==> src/rtl/seq_alu_pkg.sv <==
// Shared definitions for seq_alu: opcodes, FSM states and divider special-case results.
// Result-constant helpers cover operand widths up to MAX_W bits.
package seq_alu_pkg;

  localparam logic [3:0] OP_AND = 4'b0000;
  localparam logic [3:0] OP_XOR = 4'b0001;
  localparam logic [3:0] OP_ADD = 4'b0010;
  localparam logic [3:0] OP_MUL = 4'b0011;
  localparam logic [3:0] OP_OR  = 4'b0100;
  localparam logic [3:0] OP_SRA = 4'b0101;
  localparam logic [3:0] OP_SUB = 4'b0110;
  localparam logic [3:0] OP_SLL = 4'b0111;
  localparam logic [3:0] OP_DIV = 4'b1000;
  localparam logic [3:0] OP_REM = 4'b1001;

  typedef enum logic [1:0] {
    IDLE = 2'd0,
    BUSY = 2'd1,
    DONE = 2'd2
  } state_e;

  localparam int MAX_W = 256;

  // Quotient for divide-by-zero: all ones in the low w bits.
  function automatic logic [MAX_W-1:0] all_ones_w(input int w);
    return {MAX_W{1'b1}} >> (MAX_W - w);
  endfunction

  // Most-negative w-bit value; also the quotient of the min/-1 overflow case.
  function automatic logic [MAX_W-1:0] min_neg_w(input int w);
    logic [MAX_W-1:0] one;
    one    = '0;
    one[0] = 1'b1;
    return one << (w - 1);
  endfunction

endpackage

==> src/rtl/seq_alu_div.sv <==
// Iterative signed restoring divider: one quotient bit per cycle on magnitudes, sign fix-up
// applied combinationally to the final step so the result is ready as done_o is high.
module seq_alu_div
  import seq_alu_pkg::*;
#(
  parameter  int WIDTH = 32,
  localparam int CW    = $clog2(WIDTH)
) (
  input  logic             clk_i,
  input  logic             rst_i,
  input  logic             start_i,
  input  logic [WIDTH-1:0] a_i,
  input  logic [WIDTH-1:0] b_i,
  output logic             done_o,
  output logic [WIDTH-1:0] quot_o,
  output logic [WIDTH-1:0] rem_o
);

  localparam logic [WIDTH-1:0] ALL_ONES = WIDTH'(all_ones_w(WIDTH));
  localparam logic [WIDTH-1:0] MIN_NEG  = WIDTH'(min_neg_w(WIDTH));

  function automatic logic [WIDTH-1:0] mag(input logic [WIDTH-1:0] x);
    return x[WIDTH-1] ? -x : x;
  endfunction

  logic             busy_q;
  logic [CW-1:0]    cnt_q;
  logic [WIDTH-1:0] rem_q, quo_q, dvsr_q, dvnd_q;
  logic             qneg_q, rneg_q, dz_q, ovf_q;
  logic [WIDTH:0]   shifted, trial;
  logic [WIDTH-1:0] rem_n, quo_n;

  assign done_o = busy_q && (cnt_q == CW'(WIDTH - 1));

  always_comb begin
    shifted = {rem_q, quo_q[WIDTH-1]};
    trial   = shifted - {1'b0, dvsr_q};
    if (trial[WIDTH]) begin
      rem_n = shifted[WIDTH-1:0];
      quo_n = {quo_q[WIDTH-2:0], 1'b0};
    end else begin
      rem_n = trial[WIDTH-1:0];
      quo_n = {quo_q[WIDTH-2:0], 1'b1};
    end
    if (dz_q) begin
      quot_o = ALL_ONES;
      rem_o  = dvnd_q;
    end else if (ovf_q) begin
      quot_o = MIN_NEG;
      rem_o  = '0;
    end else begin
      quot_o = qneg_q ? -quo_n : quo_n;
      rem_o  = rneg_q ? -rem_n : rem_n;
    end
  end

  always_ff @(posedge clk_i or negedge rst_i) begin
    if (!rst_i) begin
      busy_q <= 1'b0;
      cnt_q  <= '0;
      rem_q  <= '0;
      quo_q  <= '0;
      dvsr_q <= '0;
      dvnd_q <= '0;
      qneg_q <= 1'b0;
      rneg_q <= 1'b0;
      dz_q   <= 1'b0;
      ovf_q  <= 1'b0;
    end else if (start_i) begin
      busy_q <= 1'b1;
      cnt_q  <= '0;
      rem_q  <= '0;
      quo_q  <= mag(a_i);
      dvsr_q <= mag(b_i);
      dvnd_q <= a_i;
      qneg_q <= a_i[WIDTH-1] ^ b_i[WIDTH-1];
      rneg_q <= a_i[WIDTH-1];
      dz_q   <= (b_i == '0);
      ovf_q  <= (a_i == MIN_NEG) && (b_i == ALL_ONES);
    end else if (busy_q) begin
      rem_q  <= rem_n;
      quo_q  <= quo_n;
      cnt_q  <= cnt_q + 1'b1;
      if (done_o) busy_q <= 1'b0;
    end
  end

endmodule

==> src/rtl/seq_alu.sv <==
// Multi-cycle ALU with valid/ready handshakes; MUL is iterative shift-add over WIDTH cycles.
// Define SEQ_ALU_DIV_EN to build in the iterative signed divider (DIV/REM opcodes).
module seq_alu
  import seq_alu_pkg::*;
#(
  parameter  int WIDTH = 32,
  localparam int SHW   = $clog2(WIDTH)
) (
  input  logic             clk_i,
  input  logic             rst_i,
  input  logic             valid_i,
  output logic             ready_o,
  input  logic [3:0]       ALUCtrl_i,
  input  logic [WIDTH-1:0] data1_i,
  input  logic [WIDTH-1:0] data2_i,
  output logic             valid_o,
  input  logic             ready_i,
  output logic [WIDTH-1:0] data_o,
  output logic             Zero_o
);

  function automatic logic signed [WIDTH-1:0] simple_op(input logic [3:0] op,
                                                       input logic signed [WIDTH-1:0] a,
                                                       input logic signed [WIDTH-1:0] b);
    logic signed [WIDTH-1:0] r;
    r = '0;
    case (op)
      OP_AND:  r = a & b;
      OP_XOR:  r = a ^ b;
      OP_ADD:  r = a + b;
      OP_OR:   r = a | b;
      OP_SRA:  r = a >>> b[SHW-1:0];
      OP_SUB:  r = a - b;
      OP_SLL:  r = a << b[SHW-1:0];
      default: r = '0;
    endcase
    return r;
  endfunction

  state_e                  state_q, state_d;
  logic [3:0]              op_q;
  logic signed [WIDTH-1:0] a_q, b_q, acc_q, res_q;
  logic signed [WIDTH-1:0] acc_next, long_res;
  logic [SHW-1:0]          cnt_q;
  logic                    accept, div_op, long_op, last_step, div_done;

  assign accept   = valid_i && (state_q == IDLE);
  assign acc_next = b_q[0] ? acc_q + a_q : acc_q;

`ifdef SEQ_ALU_DIV_EN
  logic             div_start;
  logic [WIDTH-1:0] div_quot, div_rem;

  assign div_op    = (ALUCtrl_i == OP_DIV) || (ALUCtrl_i == OP_REM);
  assign div_start = accept && div_op;

  seq_alu_div #(.WIDTH(WIDTH)) u_div (
    .clk_i   (clk_i),
    .rst_i   (rst_i),
    .start_i (div_start),
    .a_i     (data1_i),
    .b_i     (data2_i),
    .done_o  (div_done),
    .quot_o  (div_quot),
    .rem_o   (div_rem)
  );

  always_comb begin
    long_res = acc_next;
    if (op_q == OP_DIV)      long_res = $signed(div_quot);
    else if (op_q == OP_REM) long_res = $signed(div_rem);
  end
`else
  assign div_op   = 1'b0;
  assign div_done = 1'b0;
  assign long_res = acc_next;
`endif

  assign long_op   = (ALUCtrl_i == OP_MUL) || div_op;
  // MUL finishes on its own step count; DIV/REM follow the divider's done strobe.
  assign last_step = (op_q == OP_MUL) ? (cnt_q == SHW'(WIDTH - 1)) : div_done;

  assign ready_o = (state_q == IDLE);
  assign valid_o = (state_q == DONE);
  assign data_o  = res_q;
  assign Zero_o  = (res_q == '0);

  always_comb begin
    state_d = state_q;
    case (state_q)
      IDLE:    if (valid_i) state_d = long_op ? BUSY : DONE;
      BUSY:    if (last_step) state_d = DONE;
      DONE:    if (ready_i) state_d = IDLE;
      default: state_d = IDLE;
    endcase
  end

  always_ff @(posedge clk_i or negedge rst_i) begin
    if (!rst_i) state_q <= IDLE;
    else        state_q <= state_d;
  end

  always_ff @(posedge clk_i or negedge rst_i) begin
    if (!rst_i) begin
      op_q  <= '0;
      a_q   <= '0;
      b_q   <= '0;
      acc_q <= '0;
      res_q <= '0;
      cnt_q <= '0;
    end else begin
      case (state_q)
        IDLE: if (valid_i) begin
          op_q  <= ALUCtrl_i;
          a_q   <= data1_i;
          b_q   <= data2_i;
          acc_q <= '0;
          cnt_q <= '0;
          if (!long_op) res_q <= simple_op(ALUCtrl_i, data1_i, data2_i);
        end
        BUSY: begin
          // Multiplicand walks left, multiplier walks right one bit per step.
          acc_q <= acc_next;
          a_q   <= a_q << 1;
          b_q   <= b_q >> 1;
          cnt_q <= cnt_q + 1'b1;
          if (last_step) res_q <= long_res;
        end
        default: ;
      endcase
    end
  end

endmodule

==> config.mk <==
export PLATFORM = sky130hd
export DESIGN_NAME = seq_alu
export DESIGN_NICKNAME = d
export VERILOG_FILES = /design/src/rtl/seq_alu_pkg.sv /design/src/rtl/seq_alu_div.sv /design/src/rtl/seq_alu.sv
export SDC_FILE = /design/constraint.sdc
export NUM_CORES = 1
export LEC_CHECK = 0
export CAP_MARGIN = 20
export CORE_ASPECT_RATIO = 1.2
export CORE_MARGIN = 2
export CORE_UTILIZATION = 56
export CTS_CLUSTER_SIZE = 14
export DETAILED_ROUTE_END_ITERATION = 8
export PLACE_DENSITY = 0.79
export SYNTH_ARGS = -nofsm -noshare
export SYNTH_HDL_FRONTEND = slang
export SYNTH_HIERARCHICAL = 1
export SYNTH_SLANG_ARGS = --single-unit
==> constraint.sdc <==
create_clock -name clk_i -period 3 [get_ports clk_i]
set_clock_uncertainty 0.15 [all_clocks]
set_input_delay 0.45 -clock clk_i [delete_from_list [all_inputs] [get_ports clk_i]]
set_output_delay 0.45 -clock clk_i [all_outputs]
set_load 0.02 [all_outputs]
==> qor.yml <==
status: "finished, violations left"
violations: "setup timing"
die_height_um: 185
end_kind: "flip-flop"
place_ws_ns: -1.57
synthToLayoutAreaGrowth_pct: 42.5
grt.total_usage_pct: 46.0
power.density_nw_per_um2: 461
synth.net_count: 2121
synthTopCellsByCount: "nor2_1, nand2_1, a21oi_1"
cpMaxStageDelayCell: "o21ai_0"
p_seq_share_pct: 27.1
overflow: 0
ios: 107
synth_ff_type: "dfrtp_1"
vias_per_cell: 6.87
period_share_pct: 140
final_max_slew_viol_count: 0
syn-instance-count: 1917
rsz0062_at_grt: "true"
switching_share_pct: 42.3
ys_seq_area_share_pct: 22.8
dp_hpwl_um: 50100
synth_top_area_share_pct: 22.8
die_w_um: 155
wl_per_cell_um: 26.3
start_util_pct: 56.6
cp-start-kind: "flip-flop"
path_cells: "ha_1 -> a2111oi_1 -> a211oi_1 -> o21ai_0 -> a31oi_2 -> buf_4 -> nor2b_4 -> buf_6 -> xnor2_2 -> mux2i_2 -> o221ai_1 -> o21a_1"
share_comb_of_total_power_pct: 51.4
fin_nets: 2629
htree_levels: 4
p_int_mw: 5.79
postRouteAntennaNets: 0
die_area_um2: 28600
clockBufferDepth: 2
cts_tree: "built"
fin_util_pct: 80.7
synth_cell_types: 79
drt-pass1-iter-count: 8
vdd_ir_drop_max_mv: 0.359
max_freq_mhz: 237
fin_ws_ns: -1.21
drt_first_iter_violations: 2738
drt-total-wl_um: 73000
drc: 0
max_cap_violations: 0
hold_violations: 0
antenna_found_initial: 2
path_clk_slew_ns: 0.07
worstPathMaxFanout: 4
path_class: "reg2reg"
synth_edf_count: 0
synth_area_leaders: "dfrtp_1, ha_1, mux4_2"
routabilityCongestion: 1.02
fin_crit_ns: 4.21
core_um2: 27000
grt_pass1_vias: 17800
async_flop_share_pct: 100
yosys_register_bits: 139
numPortBuffers: 106
crit_buf_inv: 2
setup_viol: 40
cts-root-buf: "clkbuf_16"
leakage_nw: 10.2
drive_gt1_share_pct: 32.7
hold_path_class: "in2reg"
cts_buffers: 17
vias: 19100
grt_max_degree: 96
cts.sink_count: 139
slew_headroom_pct: 30.4
yosys.cell_count.top_type: "nor2_1"
switchingPower_mw: 4.24
pwr-share-clk_pct: 21.5
syn_area_per_cell_um2: 7.97
row_count: 66
synth_area_um2: 15300
arrival_ns: 4.39
cpPeakStageDelay_ns: 0.79
grt_pass1_wl_um: 100000
worst_slew_pin_slew_ns: 1.04
path_delay_family: "compound AO/OA/AOI/OAI gates"
yosys_warnings: 6
worstSkewPairLatency_ns: 0.44
cp.required_ns: 3.18
synth_area_leader_cell: "dfrtp_1"
[layout make-up]
| type | instances | area [µm²] |
|---|---|---|
| diodes | 1 | 2.50 |
| flip-flops and latches | 139 | 3480 |
| fillers | 1639 | 5220 |
| clock buffers | 17 | 425 |
| repair buffers | 611 | 4970 |
| inverters | 80 | 304 |
| clock inverters | 14 | 145 |
| well taps | 340 | 425 |
| multi-input cells | 1576 | 12000 |
[per-layer routing]
metal,routed length (µm),GRT usage (%)
met1,26400,57.8
met4,5310,22.4
met2,32300,74.1
met3,8940,11.8
met5,13,0
[what timing repair did]
item | in CTS | in global routing
endpoints found under the hold margin | 36 | 0
endpoints found under the setup margin | 42 | 48
gates resized for setup | 119 | 114
setup buffers | 31 | 14
hold buffers | 1 | 0
pin swaps | 80 | 74
[worst paths after layout]
| kind | startpoint | to | cells after the start | slack, ns |
|---|---|---|---|---|
| max | a_q[16]$_DFFE_PN0P_ | data_o[20]$_DFFE_PN0P_ | 12 | -1.21 |
| min | ALUCtrl_i[0] | op_q[0]$_DFFE_PN0P_ | 3 | 0.26 |
| max reg2reg | a_q[16]$_DFFE_PN0P_ | data_o[20]$_DFFE_PN0P_ | 12 | -1.21 |
| min reg2reg | b_q[13]$_DFFE_PN0P_ | b_q[13]$_DFFE_PN0P_ | 2 | 0.33 |
| max in group asynchronous | rst_i | a_q[4]$_DFFE_PN0P_ | 3 | 1.44 |
| min in group asynchronous | rst_i | cnt_q[4]$_DFFE_PN0P_ | 2 | 0.35 |
[layout by cell type (no fill, tap or decap), drive strengths merged, types with 8 or more instances in the layout]
master	synthesis	final
a2111oi	8	8
a211oi	24	24
a21o	38	38
a21oi	183	183
a221o	8	8
a221oi	22	22
a22o	9	9
a22oi	9	9
a31oi	31	31
and3	12	12
buf	36	515
clkbuf	86	18
clkdlybuf4s50	0	85
dfrtp	139	139
ha	130	130
inv	79	83
mux2	14	14
mux2i	45	45
mux4	60	60
nand2	191	191
nand2b	18	18
nand3	26	26
nand4	13	13
nor2	269	269
nor2b	13	13
nor3	38	38
nor4	16	16
o211ai	15	15
o21a	14	14
o21ai	169	169
o21bai	10	10
o31ai	14	14
or3	17	17
xnor2	56	56
xor2	13	13
[power by group through the flow]
stage | Combinational (mW) | Sequential [mW] | Clock (mW)
after floorplan | 2.26 | 2.68 | 0
after global placement | 4.24 | 2.65 | 0
after detailed placement | 4.37 | 2.67 | 0
after CTS | 4.59 | 2.67 | 2.15
after global routing | 5.40 | 2.75 | 2.22
final | 5.15 | 2.72 | 2.16
[cells by family after synthesis]
family          count (synthesis)  synth area share, %
simple gates                  645                 18.7
compound gates                611                 25.4
buf+inv                       202                 5.42
flops                         139                 22.8
fa+ha+maj                     132                 10.9
mux                           119                 12.8
xor+xnor                       69                 3.95
[state kept, by name, indices dropped and copies added (netlist names)]
name,count
a_q,32
acc_q,32
b_q,32
cnt_q,5
data_o,32
op_q,4
state_q,2
[metrics by stage]
step	area [µm²]	hold slack [ns]	power, mW	cells	TNS, ns
3_3_place_gp	19900	0.228	6.89	2701	-35.66
6_report	21800	0.256	10.0	2778	-24.80
2_1_floorplan	15400	0.00441	4.95	1917	-11.60
3_5_place_dp	19900	0.232	7.05	2701	-40.09
4_1_cts	21100	0.241	9.41	2764	-11.47
5_1_grt	21800	0.255	10.4	2777	-26.52
[tightest hold or removal path: cells and delay by family]
kind | cells | cell delay [ns]
buf+inv | 2 | 0.22
mux | 1 | 0.14
Note: power is estimated with default switching activity, not from simulation.
